`config.mk`:
```
export PLATFORM = sky130hd
export DESIGN_NAME = window_sum_sched_flat
export DESIGN_NICKNAME = d
export VERILOG_FILES = /design/src/rtl/window_sum_sched_if.sv /design/src/rtl/window_sum_sched.sv /design/src/flat_wrapper.sv
export SDC_FILE = /design/constraint.sdc
export NUM_CORES = 1
export LEC_CHECK = 0
export BUFFER_PORTS_ARGS = -buffer_cell sky130_fd_sc_hd__buf_2
export CAP_MARGIN = 0
export CORE_MARGIN = 1.5
export CORE_UTILIZATION = 50
export DETAILED_ROUTE_END_ITERATION = 8
export PLACE_DENSITY = 0.79
export SYNTH_ARGS = -nofsm -noshare
export SYNTH_HDL_FRONTEND = slang
export SYNTH_SLANG_ARGS = --single-unit
```
`constraint.sdc`:
```
create_clock -name clk -period 1.7 [get_ports clk]
set_input_delay 0.255 -clock clk [delete_from_list [all_inputs] [get_ports clk]]
set_output_delay 0.255 -clock clk [all_outputs]
set_load 0.01 [all_outputs]
```
`src/rtl/window_sum_sched_if.sv`:
```
// Bus between the window-sum sequencer, its line-sum source, the combinational
// window adder and the downstream threshold stage.
interface window_sum_sched_if #(
    parameter int DATA_W  = 32,
    parameter int N_LINES = 8
);
    // Both streams are valid/ready: a transfer happens on a rising edge where
    // valid and ready are both high; the producer holds data stable until then.
    logic                        frame_start;
    logic                        in_valid;
    logic                        in_ready;
    logic [DATA_W-1:0]           in_linesum;
    logic [N_LINES*DATA_W-1:0]   win_data;
    logic [DATA_W-1:0]           win_sum;
    logic                        out_valid;
    logic                        out_ready;
    logic [DATA_W-1:0]           out_sum;
    logic [15:0]                 out_index;

    modport slave (
        input  frame_start, in_valid, in_linesum, win_sum, out_ready,
        output in_ready, win_data, out_valid, out_sum, out_index
    );

    modport master (
        output frame_start, in_valid, in_linesum, win_sum, out_ready,
        input  in_ready, win_data, out_valid, out_sum, out_index
    );
endinterface

```
`src/rtl/window_sum_sched.sv`:
```
// Keeps the last N_LINES signed line sums, feeds them to an external adder and
// emits one registered window sum per new row once the window is full.
module window_sum_sched #(
    parameter int DATA_W  = 32,
    parameter int N_LINES = 8
) (
    input  logic                  clk,
    input  logic                  rst_n,
    window_sum_sched_if.slave     bus,
    output logic [1:0]            dbg_state_o
);
    localparam int CNT_W = $clog2(N_LINES + 1);
    localparam logic [CNT_W-1:0] FULL = CNT_W'(N_LINES);

    typedef enum logic [1:0] {
        FILL    = 2'd0,
        CAPTURE = 2'd1,
        OUTPUT  = 2'd2
    } state_t;

    state_t                             state_q, state_d;
    logic [N_LINES-1:0][DATA_W-1:0]     slots_q, slots_d;
    logic [CNT_W-1:0]                   fill_cnt_q, fill_cnt_d;
    logic [DATA_W-1:0]                  out_sum_q, out_sum_d;
    logic [15:0]                        out_index_q, out_index_d;
    logic                               accept;

    assign accept        = bus.in_valid && (state_q == FILL);
    assign bus.in_ready  = (state_q == FILL);
    assign bus.out_valid = (state_q == OUTPUT);
    assign bus.win_data  = slots_q;
    assign bus.out_sum   = out_sum_q;
    assign bus.out_index = out_index_q;
    assign dbg_state_o   = state_q;

    always_ff @(posedge clk) begin
        if (!rst_n) begin
            state_q     <= FILL;
            slots_q     <= '0;
            fill_cnt_q  <= '0;
            out_sum_q   <= '0;
            out_index_q <= '0;
        end else begin
            state_q     <= state_d;
            slots_q     <= slots_d;
            fill_cnt_q  <= fill_cnt_d;
            out_sum_q   <= out_sum_d;
            out_index_q <= out_index_d;
        end
    end

    always_comb begin
        state_d     = state_q;
        slots_d     = slots_q;
        fill_cnt_d  = fill_cnt_q;
        out_sum_d   = out_sum_q;
        out_index_d = out_index_q;

        if (bus.frame_start) begin
            // A line accepted alongside frame_start opens the new frame.
            state_d     = FILL;
            slots_d     = '0;
            fill_cnt_d  = '0;
            out_index_d = '0;
            if (accept) begin
                slots_d[N_LINES-1] = bus.in_linesum;
                fill_cnt_d         = CNT_W'(1);
            end
        end else begin
            unique case (state_q)
                FILL: begin
                    if (accept) begin
                        slots_d = {bus.in_linesum, slots_q[N_LINES-1:1]};
                        if (fill_cnt_q != FULL) begin
                            fill_cnt_d = fill_cnt_q + CNT_W'(1);
                        end
                        if (fill_cnt_q >= FULL - CNT_W'(1)) begin
                            state_d = CAPTURE;
                        end
                    end
                end
                CAPTURE: begin
                    out_sum_d = bus.win_sum;
                    state_d   = OUTPUT;
                end
                OUTPUT: begin
                    if (bus.out_ready) begin
                        out_index_d = out_index_q + 16'd1;
                        state_d     = FILL;
                    end
                end
                default: state_d = FILL;
            endcase
        end
    end
endmodule

```
`src/flat_wrapper.sv`:
```
// flat-port wrapper written by rule: the top's interface ports become plain ports
module window_sum_sched_flat 
#(
    parameter int DATA_W  = 32,
    parameter int N_LINES = 8
)
  (clk, rst_n, dbg_state_o, bus_frame_start, bus_in_valid, bus_in_linesum, bus_win_sum, bus_out_ready, bus_in_ready, bus_win_data, bus_out_valid, bus_out_sum, bus_out_index);
  window_sum_sched_if #(.DATA_W(DATA_W), .N_LINES(N_LINES)) bus_i ();
  input  logic clk;
  input  logic rst_n;
  output logic [1:0] dbg_state_o;
  input wire logic [$bits(bus_i.frame_start)-1:0] bus_frame_start;
  input wire logic [$bits(bus_i.in_valid)-1:0] bus_in_valid;
  input wire logic [$bits(bus_i.in_linesum)-1:0] bus_in_linesum;
  input wire logic [$bits(bus_i.win_sum)-1:0] bus_win_sum;
  input wire logic [$bits(bus_i.out_ready)-1:0] bus_out_ready;
  output wire logic [$bits(bus_i.in_ready)-1:0] bus_in_ready;
  output wire logic [$bits(bus_i.win_data)-1:0] bus_win_data;
  output wire logic [$bits(bus_i.out_valid)-1:0] bus_out_valid;
  output wire logic [$bits(bus_i.out_sum)-1:0] bus_out_sum;
  output wire logic [$bits(bus_i.out_index)-1:0] bus_out_index;
  assign bus_i.frame_start = bus_frame_start;
  assign bus_i.in_valid = bus_in_valid;
  assign bus_i.in_linesum = bus_in_linesum;
  assign bus_i.win_sum = bus_win_sum;
  assign bus_i.out_ready = bus_out_ready;
  assign bus_in_ready = bus_i.in_ready;
  assign bus_win_data = bus_i.win_data;
  assign bus_out_valid = bus_i.out_valid;
  assign bus_out_sum = bus_i.out_sum;
  assign bus_out_index = bus_i.out_index;
  window_sum_sched #(.DATA_W(DATA_W), .N_LINES(N_LINES)) u_core (.clk(clk), .rst_n(rst_n), .bus(bus_i), .dbg_state_o(dbg_state_o));
endmodule
```
==> metrics.csv, run 1 <==
metric,value,unit
status,completed,
gr-total-overflow,0,
min_period_over_period,96.4,%
h-tree-depth,1,
yosysUniqueCellTypes,37,
cts_buffers,31,
period_minus_slack,1.64,ns
yosysWarnings,0,
ir_worst_vdd,0.692,mV
finalPower,0.0149,W
cp_max_fo,39,
syn_area_per_cell,8.13,sq um
nFillCells,1736,
nets,1847,
grt_max_degree,95,
layout_common_cells,"519 x nand2_1, 376 x buf_2, 309 x dfxtp_1",
drtIter0Drc,764,
cp-start-kind,flip-flop,
fin_hold_ws,0.0383,ns
yosysSeqAreaShare,55.7,%
clock_sinks,310,
root_buffer,clkbuf_16,
reg2regPathDepth,6,
finalHoldViolations,0,
clk_pin_slew,0.06,ns
dpl_cell_area,13400,sq um
critPathArrivalTime,2.08,ns
post-cts-setup-buffers,0,
route.detailed.drc,0,
whs_path_depth,3,
syn_nets,1443,
reg2reg_to,u_core.bus.win_data[231],
vias,10900,
crit_type,reg -> reg,
layout_commonest_cell,nand2_1,
leakage,6.22,nW
drv_slew,0,
grt_pass1_wl,53.4,mm
worstHoldStart,bus_in_linesum[25],
gp_congestion,0.899,
rr_startpoint,u_core.dbg_state_o[1],
dieArea,23200,sq um
drive_above_1_share,26.3,%
hold_class,in -> reg,
finalWirelength,34.3,mm
syn-cell-area,11100,sq um
syn-instance-count,1371,
num_rows,54,
numPortBuffers,376,
first_pass_iters,5,
die_w,152,um
coreArea,21800,sq um
worst_pin_slew,0.534,ns
tritoncts,done,
postLayoutCoreUtil,68.9,%
insertedDiodeCount,0,
rsz0062_at_grt,yes,
io_pins,377,
max_slew_margin,64.4,%
track_usage,28.0,%
wire_per_inst,16.5,um
grt_pass1_vias,10100,
cp-end-kind,flip-flop,
area_growth,35.0,%
final.setup.tns,0,ns
fmax,0.610,GHz
cts_max_path_buffers,3,
r2r_slack,0.06,ns
synthFlopType,dfxtp_1,
skew,0.00694,ns
drv_cap,0,
antenna_found_initial,0,
clk_latency,0.55,ns
synth_edf_count,0,
synth-seq-cells,310,
hpwl,22.1,mm
hold_path_end,u_core.bus.win_data[249],
regArea,6210,sq um
final_area,15000,sq um
ant_nets,0,
multi_input_area,4500,sq um
die_h,152,um
viasPerCell,5.25,
start_util,51.1,%
finalSetupViolCount,0,
p_per_area,990,nW/um^2
async_flop_share,0,%
cp.required,2.14,ns
## critical path: stages, from the launching register on
cell and delay, ns:
dfxtp_2 0.36, nor3b_2 0.28, buf_4 0.28, buf_12 0.22
nor3b_1 0.08, a21oi_1 0.20, nor2b_1 0.09
## per-stage QoR
stage               setup slack (ns)  cells
CTS                           0.0851   2079
finish                        0.0618   2079
floorplan                      0.124   1371
global placement               0.164   1959
global route                 -0.0200   2079
detailed placement            0.0772   1959
## area by class of cell
class	instances	share of cell area, %
repair buffers	475	19.7
inverters	2	0.0499
multi-input cells	955	29.9
well taps	280	2.33
clock buffers	42	5.83
clock inverters	15	0.898
flip-flops and latches	310	41.3
## registers in the layout, indices dropped and copies added, names as in the netlist
signal and cells:
u_core.bus.out_index 16, u_core.bus.out_sum 32, u_core.bus.win_data 256, u_core.dbg_state_o 2, u_core.fill_cnt_q 4
## logic make-up after synthesis
kind of cell / after synthesis / share of synthesized area [%]
compound gates: 304 / 14.5
xor+xnor: 12 / 0.943
fa+ha+maj: 3 / 0.337
buf+inv: 106 / 4.16
flops: 310 / 55.7
mux: 1 / 0.0898
simple gates: 635 / 24.3
## Yosys cell counts (2+ instances only)
| cell type | number | area, sq um |
|---|---|---|
| o21ai_0 | 3 | 15.0 |
| inv_1 | 2 | 7.51 |
| nand4_1 | 5 | 31.3 |
| nor2_1 | 15 | 56.3 |
| a21oi_1 | 265 | 1330 |
| a21boi_1 | 8 | 60.1 |
| nor3b_1 | 33 | 248 |
| nor4_1 | 2 | 12.5 |
| buf_2 | 49 | 245 |
| a21boi_0 | 25 | 188 |
| buf_1 | 2 | 7.51 |
| dfxtp_1 | 310 | 6210 |
| nand2_1 | 520 | 1950 |
| or3_1 | 3 | 18.8 |
| ha_1 | 3 | 37.5 |
| and3_1 | 3 | 18.8 |
| nor2b_1 | 33 | 206 |
| xnor2_1 | 5 | 43.8 |
| nand3_1 | 6 | 30.0 |
| nand2b_1 | 3 | 18.8 |
| clkbuf_1 | 52 | 195 |
| xor2_1 | 7 | 61.3 |
| nor3_1 | 3 | 15.0 |
## power by group
part / internal [W] / switching, W
registers: 0.00732 / 0.0000495
logic: 0.000340 / 0.000478
clock network: 0.00391 / 0.00279
total: 0.0116 / 0.00332
## worst max path at each step
stage | slack (ns) | startpoint | endpoint
after detailed placement | 0.08 | u_core.dbg_state_o[1] | u_core.bus.out_sum[16]
after global routing | -0.02 | u_core.dbg_state_o[1] | u_core.bus.win_data[229]
after floorplan | 0.12 | u_core.bus.out_index[2] | u_core.bus.out_index[15]
after global placement | 0.16 | u_core.dbg_state_o[1] | u_core.bus.win_data[177]
final | 0.06 | u_core.dbg_state_o[1] | u_core.bus.win_data[231]
after CTS | 0.09 | u_core.dbg_state_o[0] | bus_in_ready
## routing by layer
metal | GRT usage (%) | routed length [um] | share of wire (%) | vias to the layer above
li1 | - | - | - | 5271
met1 | 34.9 | 13900 | 40 | 5010
met4 | 16.5 | 2170 | 6.3 | 0
met3 | 4.44 | 2260 | 6.6 | 129
met2 | 45.8 | 16000 | 47 | 505
met5 | 0 | 0 | 0 | -
## what timing repair did
item / in CTS / in global routing
gates resized for setup: 1 / 2
hold buffers: 63 / 0
setup endpoints to repair: 1 / 11
endpoints found under the hold margin: 63 / 0
Note: power is estimated with default switching activity, not from simulation.
==> run 2: changes to the inputs <==
CAP_MARGIN = not set   (was 0)
CORE_MARGIN = 2   (was 1.5)
RECOVER_POWER = 50   (was not set)
==> metrics.csv, run 2 (synthesis results as in run 1) <==
metric,value,unit,change
num_rows,54,,unchanged
cp_top_family,buffers and inverters,,unchanged
hold_class,in -> reg,,unchanged
clock_sinks,310,,unchanged
crit_type,reg -> reg,,unchanged
ir_worst_vdd,0.853,mV,was 0.692 mV
rsz0062_at_grt,no,,was yes
postLayoutCoreUtil,68.7,%,was 68.9%
status,completed,,unchanged
gp_congestion,0.931,,was 0.899
critPathBufInv,2,,unchanged
worstHoldStart,bus_in_linesum[3],,was bus_in_linesum[25]
drive_above_1_share,25.2,%,was 26.3%
cts_buffers,31,,unchanged
track_usage,27.3,%,was 28.0%
dpl_cell_area,13400,sq um,about the same
whs_path_depth,3,,unchanged
startpoint,u_core.dbg_state_o[0],,was u_core.dbg_state_o[1]
area_growth,34.5,%,was 35.0%
antenna_found_initial,0,,unchanged
drv_slew,0,,unchanged
max_slew_margin,64.9,%,was 64.4%
drtIter0Drc,674,,was 764
cp-end-kind,flip-flop,,unchanged
grt_pass1_wl,52.9,mm,was 53.4 mm
start_util,51.1,%,unchanged
final.setup.tns,0,ns,unchanged
wire_per_inst,16.4,um,was 16.5 um
min_period_over_period,95.6,%,was 96.4%
p_per_area,1010,nW/um^2,was 990 nW/um^2
period_minus_slack,1.63,ns,was 1.64 ns
internal_power,0.0118,W,was 0.0116 W
clk_pin_slew,0.06,ns,about the same
skew,0.00928,ns,was 0.00694 ns
path_depth,6,,unchanged
insertedDiodeCount,0,,unchanged
die_w,153,um,was 152 um
numPortBuffers,376,,unchanged
path_cells,nor3b_2 > clkbuf_16 > buf_12 > nor3b_1 > a21oi_1 > nor2b_1,,was nor3b_2 > buf_4 > buf_12 > nor3b_1 > a21oi_1 > nor2b_1
post-cts-setup-buffers,0,,unchanged
layout_common_cells,"519 x nand2_1, 360 x buf_2, 309 x dfxtp_1",,"was 519 x nand2_1, 376 x buf_2, 309 x dfxtp_1"
leakage,6.09,nW,was 6.22 nW
coreArea,21800,sq um,unchanged
tritoncts,done,,unchanged
route.detailed.drc,0,,unchanged
swShare,21.8,%,was 22.3%
ant_nets,0,,unchanged
h-tree-depth,1,,unchanged
largest_reg_flops,256,,unchanged
p_clk_share,46.0,%,was 45.0%
cp_max_fo,38,,was 39
drv_cap,0,,unchanged
dieArea,23500,sq um,was 23200 sq um
p_switching,0.00329,W,was 0.00332 W
rr_startpoint,u_core.dbg_state_o[0],,was u_core.dbg_state_o[1]
root_buffer,clkbuf_16,,unchanged
cp.required,2.12,ns,was 2.14 ns
dp.cells,1954,,was 1959
critPathArrivalTime,2.05,ns,was 2.08 ns
grt_max_degree,102,,was 95
finalSetupViolCount,0,,unchanged
viasPerCell,5.24,,was 5.25
critPathMaxStageDelay,0.37,ns,was 0.36 ns
vias,10800,,was 10900
seqPwrFrac,48.7,%,was 49.5%
fmax,0.615,GHz,was 0.610 GHz
clk_latency,0.54,ns,was 0.55 ns
gr-total-overflow,0,,unchanged
cp-start-kind,flip-flop,,unchanged
hpwl,22.3,mm,was 22.1 mm
finalPower,0.0151,W,was 0.0149 W
stdcell_count,2067,,was 2079
finalHoldViolations,0,,unchanged
grt_pass1_vias,9960,,was 10100
die_h,153,um,was 152 um
combPwrFrac,5.4,%,was 5.5%
io_pins,377,,unchanged
first_pass_iters,5,,unchanged
slowest_stage,dfxtp_1,,was dfxtp_2
nets,1837,,was 1847
layout_commonest_cell,nand2_1,,unchanged
final_area,15000,sq um,about the same
worst_pin_slew,0.527,ns,was 0.534 ns
finalWirelength,34.0,mm,was 34.3 mm
cts_max_path_buffers,3,,unchanged
reg2regPathDepth,6,,unchanged
run 2: cell types whose count changed in the layout (fill, tap and decap cells not counted), moves of 2 or more:
cell | previous run | this run
clkbuf_8 | 6 | 9
clkinv_4 | 0 | 2
buf_12 | 13 | 15
inv_6 | 2 | 0
clkinv_2 | 10 | 4
buf_2 | 376 | 360
buf_4 | 22 | 14
dlygate4sd3_1 | 63 | 58
clkbuf_1 | 5 | 21
run 2: power groups by stage:
stage | Sequential (W) | Combinational (W) | Clock [W]
finish | 0.00736 | 0.000810 | 0.00695
global route | 0.00736 | 0.000872 | 0.00737
CTS | 0.00736 | 0.000787 | 0.00705
detailed placement | 0.00752 | 0.000682 | 0
global placement | 0.00752 | 0.000678 | 0
floorplan | 0.00753 | 0.000380 | 0
run 2: worst reg2reg max path, stage by stage (launching register included):
cell and delay (ns):
dfxtp_1 0.37, nor3b_2 0.25, clkbuf_16 0.29, buf_12 0.24, nor3b_1 0.08, a21oi_1 0.21
nor2b_1 0.08
run 2: final timing paths:
kind,endpoint,slack [ns]
setup / recovery,u_core.bus.win_data[229],0.07
hold / removal,u_core.bus.win_data[227],0.008
setup reg to reg,u_core.bus.win_data[229],0.07
hold reg to reg,u_core.bus.win_data[22],0.45
run 2: stage by stage:
stage / worst slack [ns] / hold WS (ns)
finish: 0.0741 / 0.00792
global route: 0.000899 / 0.00298
global placement: 0.199 / 0.438
floorplan: 0.124 / 0.390
detailed placement: 0.125 / 0.443
CTS: 0.0423 / 0.00186
run 2: layout make-up:
cell class | count | area [sq um]
fill | 1750 | 6840
sequential | 310 | 6210
multi-input combinational | 955 | 4490
timing repair buffer | 465 | 2880
clock buffer | 44 | 915
tap | 280 | 350
clock inverter | 11 | 143
inverter | 2 | 7.51
run 2: routing by layer:
metal	track usage [%]	vias up	part of all wire, %
met5	0	-	0
met4	15.8	0	6.2
met3	4.93	123	6.7
met2	44.0	465	46
met1	34.4	4983	41
li1	-	5256	-
run 2: what timing repair did:
item | 4_1_cts | 5_1_grt
hold endpoints to repair | 58 | 0
hold buffers | 58 | 0
resized for setup | 0 | 3
setup endpoints to repair | 0 | 33
==> run 3: changes to the inputs <==
CORE_UTILIZATION = 54   (was 50)
PLACE_DENSITY = 0.85   (was 0.79)
SETUP_SLACK_MARGIN = 0.15   (was not set)
clock period = 1.89 ns   (was 1.7 ns; I/O delays follow)
==> metrics.csv, run 3 (synthesis results as in run 1) <==
metric,value,unit,change
status,completed,,unchanged
worst_pin_slew,0.563,ns,was 0.527 ns
cts_max_path_buffers,3,,unchanged
first_pass_iters,6,,was 5
grt_most_used_layer,met2,,unchanged
grt_use_met2,51.2,%,was 44.0%
wire_per_inst,17.5,um,was 16.4 um
layout_common_cells,"519 x nand2_1, 310 x dfxtp_1, 294 x clkbuf_1",,"was 519 x nand2_1, 360 x buf_2, 309 x dfxtp_1"
drv_cap,0,,unchanged
root_buffer,clkbuf_16,,unchanged
critPathArrivalTime,2.12,ns,was 2.05 ns
nets,1825,,was 1837
track_usage,30.8,%,was 27.3%
reg2regPathDepth,6,,unchanged
grt_max_degree,120,,was 102
area_growth,29.9,%,was 34.5%
antenna_found_initial,2,,was 0
min_period_over_period,88.7,%,was 95.6%
ant_nets,0,,unchanged
grt_pass1_vias,10200,,was 9960
viasPerCell,5.37,,was 5.24
cp-start-kind,flip-flop,,unchanged
critPathMaxStageDelay,0.38,ns,was 0.37 ns
critPathBufInv,2,,unchanged
final.setup.tns,0,ns,unchanged
grtUsageMet1,37.5,%,was 34.4%
p_clk_share,46.6,%,was 46.0%
max_slew_margin,62.4,%,was 64.9%
slowest_stage,dfxtp_1,,unchanged
clk_latency,0.55,ns,was 0.54 ns
fmax,0.597,GHz,was 0.615 GHz
gr-total-overflow,0,,unchanged
route.detailed.drc,0,,unchanged
numPortBuffers,376,,unchanged
seqPwrFrac,48.3,%,was 48.7%
finalSetupViolCount,0,,unchanged
grt_pass1_wl,54.1,mm,was 52.9 mm
num_rows,52,,was 54
finalHoldViolations,0,,unchanged
cp_top_family,simple AND/OR/NAND/NOR gates,,was buffers and inverters
nFillCells,1633,,was 1750
vias,11000,,was 10800
hold_class,in -> reg,,unchanged
crit_type,reg -> reg,,unchanged
tritoncts,done,,unchanged
whs_path_depth,3,,unchanged
path_depth,6,,unchanged
dp_slack,0.242,ns,was 0.125 ns
hpwl,21.6,mm,was 22.3 mm
p_switching,0.00307,W,was 0.00329 W
grtUsageMet3,5.86,%,was 4.93%
dpl_cell_area,13200,sq um,was 13400 sq um
cts_buffers,31,,unchanged
clk_pin_slew,0.06,ns,about the same
leakage,4.86,nW,was 6.09 nW
coreArea,20200,sq um,was 21800 sq um
drive_above_1_share,9.57,%,was 25.2%
post-cts-setup-buffers,0,,unchanged
gp_congestion,0.922,,was 0.931
drtIter0Drc,810,,was 674
cp-end-kind,flip-flop,,unchanged
rsz0062_at_grt,no,,unchanged
combPwrFrac,5.1,%,was 5.4%
dieArea,21800,sq um,was 23500 sq um
ir_worst_vdd,0.799,mV,was 0.853 mV
final_area,14500,sq um,was 15000 sq um
largest_reg_flops,256,,unchanged
start_util,55.1,%,was 51.1%
io_pins,377,,unchanged
layout_commonest_cell,nand2_1,,unchanged
period_minus_slack,1.68,ns,was 1.63 ns
finalWirelength,35.9,mm,was 34.0 mm
die_h,148,um,was 153 um
clock_sinks,310,,unchanged
cp_max_fo,27,,was 38
h-tree-depth,1,,unchanged
cp.required,2.33,ns,was 2.12 ns
p_per_area,947,nW/um^2,was 1010 nW/um^2
swShare,22.4,%,was 21.8%
drv_slew,0,,unchanged
internal_power,0.0106,W,was 0.0118 W
die_w,148,um,was 153 um
skew,0.0157,ns,was 0.00928 ns
path_cells,nor3b_2 > buf_12 > buf_4 > nor3b_1 > a21oi_1 > nor2b_1,,was nor3b_2 > clkbuf_16 > buf_12 > nor3b_1 > a21oi_1 > nor2b_1
setup_ws,0.214,ns,was 0.0741 ns
## run 3: metrics by stage
step	std cells	utilization, %	hold slack, ns	total power, W
2_1_floorplan	1371	-	0.418	0.00712
3_3_place_gp	1934	65.4	0.438	0.00735
3_5_place_dp	1934	65.4	0.444	0.00736
4_1_cts	2046	73.3	0.00230	0.0137
5_1_grt	2049	71.5	0.00598	0.0141
6_report	2049	71.5	0.0231	0.0137
## run 3: timing repair
action                                 in CTS  in global routing
hold buffers                               55                  0
setup endpoints to repair                   0                 47
endpoints found under the hold margin      55                  0
resized for setup                           0                  4
## run 3: worst min-delay path, cell delays in order
cell and delay, ns:
buf_2 0.07, a21oi_1 0.06, nor2b_1 0.12
## run 3: area by class of cell
cell class	instances	area, sq um	share of cell area [%]
Tap cell	270	338	2.33
Timing Repair Buffer	452	2350	16.2
Clock inverter	13	180	1.24
Inverter	2	7.51	0.0519
Antenna cell	2	5.00	0.0346
Sequential cell	310	6210	42.9
Multi-Input combinational cell	956	4500	31.1
Clock buffer	44	885	6.11
## run 3: worst paths after layout
check | from | to | slack, ns
max | u_core.dbg_state_o[1] | u_core.bus.win_data[251] | 0.21
min | bus_in_linesum[1] | u_core.bus.win_data[225] | 0.02
max reg2reg | u_core.dbg_state_o[1] | u_core.bus.win_data[251] | 0.21
min reg2reg | u_core.bus.win_data[26] | u_core.bus.win_data[26] | 0.45
## run 3: power by group through the flow
stage | Sequential [W] | Combinational, W | Clock [W]
6_report | 0.00663 | 0.000696 | 0.00639
5_1_grt | 0.00663 | 0.000744 | 0.00671
4_1_cts | 0.00662 | 0.000681 | 0.00642
3_5_place_dp | 0.00677 | 0.000591 | 0
3_3_place_gp | 0.00677 | 0.000586 | 0
2_1_floorplan | 0.00678 | 0.000342 | 0
## run 3: metal layers
| layer | part of all wire (%) | up-vias | wire, um |
|---|---|---|---|
| li1 | - | 5226 | - |
| met4 | 6.3 | 0 | 2260 |
| met2 | 48 | 593 | 17100 |
| met3 | 7.5 | 150 | 2710 |
| met5 | 0 | - | 0 |
| met1 | 38 | 5037 | 13800 |
